===== config.mk =====
export PLATFORM = sky130hd
export DESIGN_NAME = instr_fetch
export DESIGN_NICKNAME = d
export VERILOG_FILES = /design/src/rtl/fetch_pkg.sv /design/src/rtl/instr_fifo.sv /design/src/rtl/instr_fetch.sv
export SDC_FILE = /design/constraint.sdc
export NUM_CORES = 1
export LEC_CHECK = 0
export ABC_AREA = 1
export CORE_AREA = 5 5 190 192
export DETAILED_ROUTE_END_ITERATION = 10
export DIE_AREA = 0 0 195 197
export GPL_TIMING_DRIVEN = 1
export PLACE_DENSITY = 0.52
export RECOVER_POWER = 100
export SYNTH_ARGS = -nofsm -noshare
export SYNTH_HDL_FRONTEND = slang
export SYNTH_SLANG_ARGS = --single-unit
export TNS_END_PERCENT = 100

===== constraint.sdc =====
create_clock -name clk -period 4.65 [get_ports clk]
set_input_delay 0.6975 -clock clk [delete_from_list [all_inputs] [get_ports clk]]
set_output_delay 0.6975 -clock clk [all_outputs]
set_load 0.05 [all_outputs]

===== src/rtl/fetch_pkg.sv =====
// Shared types and constants for the instruction fetch front end.
package fetch_pkg;

    typedef enum logic [1:0] {
        FETCH = 2'd0,
        WAIT  = 2'd1,
        DROP  = 2'd2
    } fetch_state_t;

    localparam logic [31:0] PC_STEP = 32'd4;

    // Canonical addi x0,x0,0; the decoder side uses it when inserting bubbles.
    localparam logic [31:0] NOP = 32'h0000_0013;

endpackage


===== src/rtl/instr_fifo.sv =====
// Small synchronous FIFO holding fetched words with their PCs.
// Flush wins over push and pop issued in the same cycle.
module instr_fifo #(
    parameter int WIDTH = 64,
    parameter int DEPTH = 2
) (
    input  logic                     clk,
    input  logic                     reset,
    input  logic                     push,
    input  logic [WIDTH-1:0]         push_data,
    input  logic                     pop,
    input  logic                     flush,
    output logic [WIDTH-1:0]         head,
    output logic [$clog2(DEPTH):0]   count
);

    localparam int AW = $clog2(DEPTH);
    localparam logic [AW:0]   FULL_CNT = (AW + 1)'(DEPTH);
    localparam logic [AW:0]   CNT_ONE  = (AW + 1)'(1);
    localparam logic [AW-1:0] PTR_ONE  = AW'(1);

    logic [WIDTH-1:0] mem [DEPTH];
    logic [AW-1:0]    wr_ptr;
    logic [AW-1:0]    rd_ptr;
    logic             do_push;
    logic             do_pop;

    assign do_pop  = pop & ~flush & (count != '0);
    // A push into a full buffer is only legal when the head leaves in the same cycle.
    assign do_push = push & ~flush & ((count != FULL_CNT) | do_pop);
    assign head    = mem[rd_ptr];

    always_ff @(posedge clk or posedge reset) begin
        if (reset) begin
            wr_ptr <= '0;
            rd_ptr <= '0;
            count  <= '0;
        end else if (flush) begin
            wr_ptr <= '0;
            rd_ptr <= '0;
            count  <= '0;
        end else begin
            if (do_push) wr_ptr <= wr_ptr + PTR_ONE;
            if (do_pop)  rd_ptr <= rd_ptr + PTR_ONE;
            if (do_push && !do_pop)      count <= count + CNT_ONE;
            else if (do_pop && !do_push) count <= count - CNT_ONE;
        end
    end

    always_ff @(posedge clk) begin
        if (do_push) mem[wr_ptr] <= push_data;
    end

endmodule


===== src/rtl/instr_fetch.sv =====
// Fetch unit: PC, single-outstanding imem request FSM, redirect handling,
// and an instruction buffer feeding the decoder.
module instr_fetch
    import fetch_pkg::*;
#(
    parameter logic [31:0] RESET_PC   = 32'h0000_0000,
    parameter int          FIFO_DEPTH = 2
) (
    input  logic        clk,
    input  logic        reset,
    output logic        imem_req_valid,
    output logic [31:0] imem_req_addr,
    input  logic        imem_req_ready,
    input  logic        imem_rsp_valid,
    input  logic [31:0] imem_rsp_data,
    output logic        instr_valid,
    output logic [31:0] instr,
    output logic [31:0] instr_pc,
    input  logic        instr_ready,
    input  logic        redirect_valid,
    input  logic [31:0] redirect_pc,
    output logic        misaligned_err
);

    localparam int CW = $clog2(FIFO_DEPTH) + 1;
    localparam logic [CW-1:0] DEPTH_CNT = CW'(FIFO_DEPTH);

    fetch_state_t  state;
    fetch_state_t  state_next;
    logic [31:0]   pc;
    logic [31:0]   pc_next;
    logic [31:0]   req_pc;
    logic          req_fire;
    logic          push;
    logic          pop;
    logic          flush;
    logic [63:0]   fifo_head;
    logic [CW-1:0] fifo_count;

    // Handshakes: a transfer happens on a rising edge where valid and ready
    // are both high; imem responses have no ready and are taken whenever valid.
    assign imem_req_valid = (state == FETCH) && (fifo_count < DEPTH_CNT);
    assign imem_req_addr  = pc;
    assign req_fire       = imem_req_valid & imem_req_ready;

    assign instr_valid = (fifo_count != '0);
    assign instr       = instr_valid ? fifo_head[31:0]  : 32'h0;
    assign instr_pc    = instr_valid ? fifo_head[63:32] : 32'h0;

    assign flush = redirect_valid;
    assign pop   = instr_valid & instr_ready & ~redirect_valid;

    always_comb begin
        state_next = state;
        pc_next    = pc;
        push       = 1'b0;

        case (state)
            FETCH: begin
                if (req_fire) begin
                    state_next = WAIT;
                    pc_next    = pc + PC_STEP;
                end
            end
            WAIT: begin
                if (imem_rsp_valid) begin
                    push       = 1'b1;
                    state_next = FETCH;
                end
            end
            DROP: begin
                if (imem_rsp_valid) state_next = FETCH;
            end
            default: state_next = FETCH;
        endcase

        // A redirect overrides everything; a request still owed a response
        // parks the FSM in DROP so the stale word is swallowed.
        if (redirect_valid) begin
            push    = 1'b0;
            pc_next = {redirect_pc[31:2], 2'b00};
            if (state == FETCH) state_next = req_fire ? DROP : FETCH;
            else                state_next = imem_rsp_valid ? FETCH : DROP;
        end
    end

    always_ff @(posedge clk or posedge reset) begin
        if (reset) begin
            state          <= FETCH;
            pc             <= RESET_PC;
            req_pc         <= RESET_PC;
            misaligned_err <= 1'b0;
        end else begin
            state          <= state_next;
            pc             <= pc_next;
            if (req_fire) req_pc <= pc;
            misaligned_err <= redirect_valid & (redirect_pc[1:0] != 2'b00);
        end
    end

    instr_fifo #(
        .WIDTH (64),
        .DEPTH (FIFO_DEPTH)
    ) u_fifo (
        .clk       (clk),
        .reset     (reset),
        .push      (push),
        .push_data ({req_pc, imem_rsp_data}),
        .pop       (pop),
        .flush     (flush),
        .head      (fifo_head),
        .count     (fifo_count)
    );

endmodule


# Yosys cells after proc, flatten, opt, wreduce, memory -nomap -nowiden
# Memory sizes are Yosys's and may differ from the RTL's.
# Cells that the tools add are included.
# W data, S select, Z words.
# word_totals
n_memories,1
output_inout_bits,99
input_bits,70
reg_bits,71
elab_cells,69
mem_bits_rw,128
# op_classes
n_reduce_logical,16
eq_ne,5
n_lt_le_gt_ge,1
n_bitwise,10
mux,24
addsub,5
# memory_table
name,depth,width,read_ports,rd_clocked_by_memory_dff,write_ports,line_no,text
u_fifo.mem,2,64,1,0,1,instr_fifo.sv:22,logic [WIDTH-1:0] mem [DEPTH];
# op_table
cell,n
$mux W32,5
$add A32 B3 Y32 const B,1
$mux W2,9
$reduce_bool A2 Y1,6
$mux W1,9
$and A1 B1 Y1,8
$pmux W2 S2,1
$reduce_and A2 Y1,2
$logic_and A1 B1 Y1,3
$ne A3 B1 Y1 const B,1
$ne A3 B3 Y1 const B,1
$reduce_bool A3 Y1,1
$add A1 B1 Y1 const B,2
$add A2 B1 Y2 const B,1
$eq A2 B1 Y1 const B,1
$eq A2 B2 Y1 const B,1
$logic_not A1 Y1,2
$logic_not A2 Y1,1
$lt A2 B2 Y1 const B,1
$ne A2 B2 Y1 const B,1
$reduce_or A2 Y1,1
$sub A2 B1 Y2 const B,1
$not A1 Y1,1
$or A1 B1 Y1,1

# Longest topological paths before layout
# Gate-level depths: netlist (run 1).
# logic_depth
word_depth,12
ltp_mapped,11
mapped_depth_nobuf,10

# Cells and area by module
# Synthesis (run 1) repeated with hierarchy kept, for this count alone.
# hier_totals
cells_unflattened,996
area_unflattened_um2,8956.1
# modules_own_cells
mod,cells_per_inst,area_per_inst_um2,n_inst,seq_area_each_um2
instr_fifo,374,4914.7,1,3943.8
instr_fetch,622,4041.4,1,1576.5

# Worst setup path before layout (run 1)
# OpenSTA, ideal clock, no wires.
# synth_path
path_kind,in2reg
from,input port redirect_valid
to,"memory u_fifo.mem[0][0], enable pin"
stages,4
setup_time_ps,482
slack_ps,426
required_time_ps,4168
t_arrival_ps,3742
n_path_buf,1
path_cell_list,buf_2 nor2_1 o21ai_0 nor2_1
# synth_between
elab_chain_len,8
elab_cells_between_ends,10
classes_between,mux (3); bitwise (7)
# synth_lines
item,line_no,text
from (decl),instr_fetch.sv:20,"input logic redirect_valid,"
$not A1 Y1,"instr_fifo.sv:28, instr_fifo.sv:30, instr_fetch.sv:51",
$and A1 B1 Y1,instr_fetch.sv:51,assign pop = instr_valid & instr_ready & ~redirect_valid;
$and A1 B1 Y1 (2 in series),instr_fifo.sv:28,assign do_pop = pop & ~flush & (count != '0);
$or A1 B1 Y1,instr_fifo.sv:30,assign do_push = push & ~flush & ((count != FULL_CNT) | do_pop);
$and A1 B1 Y1 *,instr_fifo.sv:30,
$mux W1 *,instr_fifo.sv:51,if (do_push) mem[wr_ptr] <= push_data;
$mux W1 (not written as such) *,instr_fifo.sv:51,
to (decl),instr_fifo.sv:22,
# Every way passes the cells marked *; elsewhere a longest branch is shown, timed or not.

# Final worst setup path (run 1)
# layout_path
from,register u_fifo.rd_ptr
to,output port instr_pc[16]
# layout_between
elab_chain_len,2
# layout_lines
item,line_no,text
from (decl),instr_fifo.sv:24,logic [AW-1:0] rd_ptr;
from (signal assigned),instr_fifo.sv:44,if (do_pop) rd_ptr <= rd_ptr + PTR_ONE;
$mem_v2 Z2 W64,-,
$mux W32,instr_fetch.sv:48,assign instr_pc = instr_valid ? fifo_head[63:32] : 32'h0;
to (decl),instr_fetch.sv:18,"output logic [31:0] instr_pc,"
# Every way passes these cells.

==> qor.txt, run 1 <==
diode count -> 0
unrepaired setup endpoints after global routing -> no
Tcrit/Tclk final -> 85.56%
Post-Syn Area -> 8388 µm²
Max transition margin -> -25.92%
final hold violations -> 0
Max Cap Viol -> 3
VDD IR max -> 0.0002735 V
Crit path max-delay family -> buffers and inverters
Filler cells -> 3539
status -> finished, violations left
Clock transition at path regs -> 0.08 ns
slowest CP cell -> dlygate4sd3_1
Clock Skew -> 0.01563 ns
DRT iter0 DRCs -> 270
Vias/cell -> 4.256
largest net degree at the start of global routing -> 63
Req. time, crit path -> 3.95 ns
# nets final -> 1094
P&R area growth vs syn -> 31.85%
post-route ant nets -> 0
Tmin final -> 3.978 ns
Worst-Skew Late Latency -> 0.44 ns
crit end category -> primary output
leakage power -> 4.473 nW
slew at the pin closest to its max-slew limit -> 1.889 ns
Clock Tree Buf Depth -> 2
Die Y -> 197 µm
Synth warnings -> 0
sequential-to-total area share from yosys stat -> 64.38%
PortBufs -> 164
CP bufs+invs -> 3
grt ovf -> 0
Crit Path Category -> reg -> out
fmax -> 251.4 MHz
count of cell types in the netlist -> 28
Post-DP HPWL -> 16400 µm
CP max stage delay -> 0.94 ns
GRT Util Overall -> 12.39%
aggregate routed wire length -> 23990 µm
met2 Usage GRT -> 19.18%
# rows -> 68
drt drc -> 0
First-pass DRT Iterations -> 4
starting density of the core -> 24.52%
Global Route met1 Usage -> 17.59%
CTS Sinks -> 191
initial antenna violation count -> 0
CP Cell Sequence -> inv_2 > clkbuf_2 > nand2_1 > a21oi_1 > dlygate4sd3_1
Setup Buffers After CTS -> 0
CTS tree -> done
M3 GR Usage -> 3.145%
Syn Inst Count -> 865
global routing's busiest layer -> met2
IO Pins -> 169
root buf cell -> clkbuf_16
vias in the first global route -> 6331
most frequent cells in the layout -> nand2_1, dlygate4sd3_1, edfxtp_1
layout cell share with drive strength beyond 1 -> 6.190%
worst path arrival time -> 3.28 ns
pwr dens -> 592.8 nW/µm²
commonest non-fill, non-tap cell in the layout -> nand2_1
setup tns final -> 0 ns
failing checks -> max-capacitance violations, max-slew violations
Total Die Area -> 38420 µm²
first-pass GRT wire length -> 37400 µm
CP Max Fanout -> 40
Die Width -> 195 µm
Finished Layout Cells -> 1489
Core Area -> 34200 µm²
# setup viols final -> 0
Syn Area/Cell -> 9.697 µm²
detailed-route via count -> 6337
Hold Crit Class -> reg -> reg
final slew viol count -> 146
WL/cell -> 16.11 µm
Pwr Total -> 6.556 mW
cts repair resizes -> 0
area taken by multi-input logic gates -> 2547 µm²
Num CTS Buffers -> 17
Hold-fix buffers, CTS -> 0
CP startpoint kind -> flop
register bit count reported by yosys -> 191
H-tree depth -> 4
register area -> 5401 µm²
Placed Cells -> 1457
Placer Congestion -> 0.7951
layout make-up:
class,count,share of cell area [%]
sequential,191,48.84
inverter,71,2.410
clock inverter,15,1.459
clock buffer,17,3.847
tap,455,5.148
timing repair buffer,173,15.26
multi-input combinational,567,23.03
where the power goes:
part           internal, mW  switching, mW
Sequential             2.14          0.249
Combinational         0.710           1.99
Clock                 0.725          0.748
Total                  3.57           2.98
kinds of logic (layout without fill, tap and decap cells):
group                    Yosys count  in the layout  synth area share (%)
AO/OA/AOI/OAI                    142            142                 8.696
adder cells (fa/ha/maj)            3              3                0.4475
other                              1              4               0.04471
buffers and inverters            110            276                 5.414
XOR/XNOR                          10             10                 1.044
AND/OR/NAND/NOR                  408            408                 19.97
flip-flops                       191            191                 64.38
routing by layer:
layer  routed length, µm  part of all wire, %
met4                 260                  1.1
met1               11660                   49
met5                   0                    0
met3                1547                  6.4
met2               10530                   44
Yosys cell counts:
| cell type | count | area share [%] |
|---|---|---|
| buf_4 | 6 | 0.54 |
| inv_2 | 6 | 0.27 |
| o21ai_0 | 50 | 3.0 |
| nor2_2 | 6 | 0.45 |
| o21bai_1 | 5 | 0.45 |
| nand3_1 | 30 | 1.8 |
| edfxtp_1 | 124 | 44 |
| inv_1 | 65 | 2.9 |
| o22ai_1 | 1 | 0.075 |
| xor2_1 | 9 | 0.94 |
| nand2_1 | 307 | 14 |
| buf_2 | 9 | 0.54 |
| clkbuf_1 | 19 | 0.85 |
| nor2_1 | 45 | 2.0 |
| nor2_4 | 6 | 0.81 |
| a21oi_1 | 69 | 4.1 |
| nand3_2 | 1 | 0.12 |
| o211ai_1 | 2 | 0.18 |
| nand2_4 | 1 | 0.13 |
| o21ai_1 | 15 | 0.89 |
| nand3b_1 | 2 | 0.18 |
| xnor2_1 | 1 | 0.10 |
| conb_1 | 1 | 0.045 |
| dfrtp_1 | 67 | 20 |
| buf_1 | 4 | 0.18 |
| buf_6 | 1 | 0.13 |
| nand2_2 | 10 | 0.75 |
| ha_1 | 3 | 0.45 |
final timing paths:
check	start	to	slack, ns	cells past startpoint
worst max-delay path	u_fifo.rd_ptr$_DFFE_PP0P_	instr_pc[16]	0.67	5
worst min-delay path	req_pc[30]$_DFFE_PP0P_	u_fifo.mem[1][62]$_DFFE_PP_	0.48	0
worst max register to register	state[0]$_DFFE_PP0P_	imem_req_addr[9]$_DFFE_PP0P_	1.36	9
worst min register to register	req_pc[30]$_DFFE_PP0P_	u_fifo.mem[1][62]$_DFFE_PP_	0.48	0
max in group asynchronous	reset	u_fifo.rd_ptr$_DFFE_PP0P_	1.94	3
min in group asynchronous	reset	req_pc[6]$_DFFE_PP0P_	0.93	2
flip-flops by register name, summed over array words and instances, names as in the netlist:
signal and cells:
state 2, u_fifo.count 2, req_pc 30, misaligned_err 1, u_fifo.mem 124, imem_req_addr 30, u_fifo.wr_ptr 1, u_fifo.rd_ptr 1
through the flow:
step / utilization, % / hold slack, ns / setup WS [ns] / area, µm²
CTS: 32.47 / 0.4834 / 0.9379 / 11110
finish: 32.33 / 0.4782 / 0.6715 / 11060
global route: 32.33 / 0.4904 / 0.4050 / 11060
global placement: 30.75 / 0.4566 / 1.442 / 10520
detailed placement: 30.75 / 0.4662 / 1.431 / 10520
floorplan: - / 0.4424 / 0.4260 / 8399
No activity file was read; power rests on OpenSTA's default activity.
==> inputs of run 2 (changes only) <==
- CORE_AREA: 5 5 190 192 -> 5 5 174 176
- DIE_AREA: 0 0 195 197 -> 0 0 179 181
- PLACE_DENSITY: 0.52 -> 0.59
- TNS_END_PERCENT: 100 -> not set
==> run 2 against run 1 <==
  * The flow still finishes with violations (max-capacitance violations, max-slew violations)
  * Wire length fell by 10%
  * Cell area fell by 0.66%
  * Global-route usage is 0.91 points higher
  * Register-to-register slack better by 0.04 ns
  * Highest routed layer unchanged
==> qor.txt, run 2 (synthesis results as in run 1) <==
crit end category -> primary output (unchanged)
diode count -> 0 (unchanged)
Hold-fix buffers, CTS -> 0 (unchanged)
Clock transition at path regs -> 0.06 ns (was 0.08 ns)
pwr dens -> 593.4 nW/µm² (was 592.8 nW/µm²)
RR Endpoint -> imem_req_addr[9]$_DFFE_PP0P_ (unchanged)
Core Area -> 28470 µm² (was 34200 µm²)
DRT iter0 DRCs -> 395 (was 270)
Logic pwr share -> 40.9% (was 41.1%)
status -> finished, violations left (unchanged)
CP Max Fanout -> 62 (was 40)
most frequent cells in the layout -> nand2_1, dlygate4sd3_1, edfxtp_1 (unchanged)
drt drc -> 0 (unchanged)
vias in the first global route -> 6110 (was 6331)
first-pass GRT wire length -> 33890 µm (was 37400 µm)
metal3 WL -> 1335 µm (was 1547 µm)
Post-DP HPWL -> 15050 µm (was 16400 µm)
WL/cell -> 15.19 µm (was 16.11 µm)
Die Y -> 181 µm (was 197 µm)
failing checks -> max-capacitance violations, max-slew violations (unchanged)
Max Cap Viol -> 2 (was 3)
initial antenna violation count -> 0 (unchanged)
CTS tree -> done (unchanged)
Finished Layout Cells -> 1417 (was 1489)
Int Pwr -> 3.668 mW (was 3.571 mW)
CP Cell Sequence -> clkbuf_2 > nand2_1 > a21oi_1 > dlygate4sd3_1 (was inv_2 > clkbuf_2 > nand2_1 > a21oi_1 > dlygate4sd3_1)
Crit path max-delay family -> buffers and inverters (unchanged)
setup tns final -> 0 ns (unchanged)
worst path arrival time -> 3.10 ns (was 3.28 ns)
post-route ant nets -> 0 (unchanged)
Setup Buffers After CTS -> 0 (unchanged)
Psw -> 2.851 mW (was 2.985 mW)
Die Width -> 179 µm (was 195 µm)
Placed Cells -> 1385 (was 1457)
WHS Endpoint -> u_fifo.mem[1][38]$_DFFE_PP_ (was u_fifo.mem[1][62]$_DFFE_PP_)
largest net degree at the start of global routing -> 63 (unchanged)
slowest CP cell -> clkbuf_2 (was dlygate4sd3_1)
H-tree depth -> 4 (unchanged)
CP startpoint kind -> flop (unchanged)
unrepaired setup endpoints after global routing -> no (unchanged)
Placer Congestion -> 0.8703 (was 0.7951)
slew at the pin closest to its max-slew limit -> 2.026 ns (was 1.889 ns)
GRT Util Overall -> 13.30% (was 12.39%)
aggregate routed wire length -> 21520 µm (was 23990 µm)
# setup viols final -> 0 (unchanged)
number of flip-flops in the largest register -> 124 (unchanged)
worst reg-to-reg path cell count -> 9 (unchanged)
CP bufs+invs -> 2 (was 3)
leakage power -> 4.470 nW (was 4.473 nW)
IO Pins -> 169 (unchanged)
Reg with most FFs -> u_fifo.mem (unchanged)
Vias/cell -> 4.428 (was 4.256)
PortBufs -> 164 (unchanged)
part of the power in the clock network -> 22.6% (was 22.5%)
final slew viol count -> 104 (was 146)
Total Die Area -> 32400 µm² (was 38420 µm²)
Clock Tree Buf Depth -> 2 (unchanged)
final hold violations -> 0 (unchanged)
commonest non-fill, non-tap cell in the layout -> nand2_1 (unchanged)
r2r setup slk -> 1.40 ns (was 1.36 ns)
Tmin final -> 3.799 ns (was 3.978 ns)
Max transition margin -> -35.04% (was -25.92%)
Clock Skew -> 0.01359 ns (was 0.01563 ns)
Hold Path Depth -> 0 (unchanged)
CTS Sinks -> 191 (unchanged)
R2R Path Start -> state[0]$_DFFE_PP0P_ (unchanged)
top sig layer -> met4 (unchanged)
grt ovf -> 0 (unchanged)
cts repair resizes -> 0 (unchanged)
# rows -> 62 (was 68)
root buf cell -> clkbuf_16 (unchanged)
Req. time, crit path -> 3.95 ns (about the same)
Tcrit/Tclk final -> 81.71% (was 85.56%)
layout cell share with drive strength beyond 1 -> 6.196% (was 6.190%)
fmax -> 263.2 MHz (was 251.4 MHz)
met2 routed wirelength -> 9599 µm (was 10530 µm)
wire length on met1 -> 10300 µm (was 11660 µm)
starting density of the core -> 29.46% (was 24.52%)
Num CTS Buffers -> 17 (unchanged)
Worst-Skew Late Latency -> 0.42 ns (was 0.44 ns)
# nets final -> 1093 (was 1094)
detailed-route via count -> 6274 (was 6337)
P&R area growth vs syn -> 30.98% (was 31.85%)
Hold Crit Class -> reg -> reg (unchanged)
VDD IR max -> 0.0002035 V (was 0.0002735 V)
Reg power frac -> 36.5% (was 36.4%)
HP Start -> req_pc[6]$_DFFE_PP0P_ (was req_pc[30]$_DFFE_PP0P_)
CP max stage delay -> 0.99 ns (was 0.94 ns)
First-pass DRT Iterations -> 5 (was 4)
Crit Path Category -> reg -> out (unchanged)
Sw Ratio -> 43.73% (was 45.52%)
==> run 2: worst max-delay path by stage <==
| stage | slack [ns] | depth (start not counted) | end | start |
|---|---|---|---|---|
| global placement | 1.59 | 6 | u_fifo.mem[0][19]$_DFFE_PP_ | redirect_valid |
| floorplan | 0.43 | 4 | u_fifo.mem[0][0]$_DFFE_PP_ | redirect_valid |
| finish | 0.85 | 4 | instr_pc[8] | u_fifo.rd_ptr$_DFFE_PP0P_ |
| CTS | 1.04 | 5 | instr[22] | u_fifo.rd_ptr$_DFFE_PP0P_ |
| global route | 0.55 | 4 | instr_pc[25] | u_fifo.rd_ptr$_DFFE_PP0P_ |
| detailed placement | 1.49 | 5 | instr[22] | u_fifo.rd_ptr$_DFFE_PP0P_ |
==> run 2: cell type report <==
class,instances,area [µm²]
fill,2822,17480
sequential,191,5401
clock inverter,13,152.6
multi-input combinational,567,2555
tap,384,480.5
inverter,71,266.5
timing repair buffer,172,1688
clock buffer,19,442.9
==> run 2: layer usage <==
metal,GRT usage (%),vias up
li1,-,3131
met1,19.08,2933
met2,20.17,195
met3,3.135,15
met4,3.654,0
met5,0,-
==> run 2: metrics by stage <==
stage	setup WS (ns)	hold slack, ns	area [µm²]	total power, mW	utilization (%)
2_1_floorplan	0.4260	0.4424	8399	4.237	-
3_5_place_dp	1.492	0.4625	10410	5.247	36.57
3_3_place_gp	1.595	0.4523	10410	5.199	36.57
6_report	0.8506	0.4770	10990	6.519	38.59
4_1_cts	1.040	0.4791	11010	6.736	38.66
5_1_grt	0.5526	0.4916	10990	6.876	38.59
==> run 2: power by group through the flow <==
stage	registers [mW]	logic, mW	clock network, mW
2_1_floorplan	2.53	1.70	0
3_3_place_gp	2.41	2.79	0
3_5_place_dp	2.42	2.83	0
4_1_cts	2.38	2.84	1.51
5_1_grt	2.42	2.88	1.57
6_report	2.38	2.67	1.47
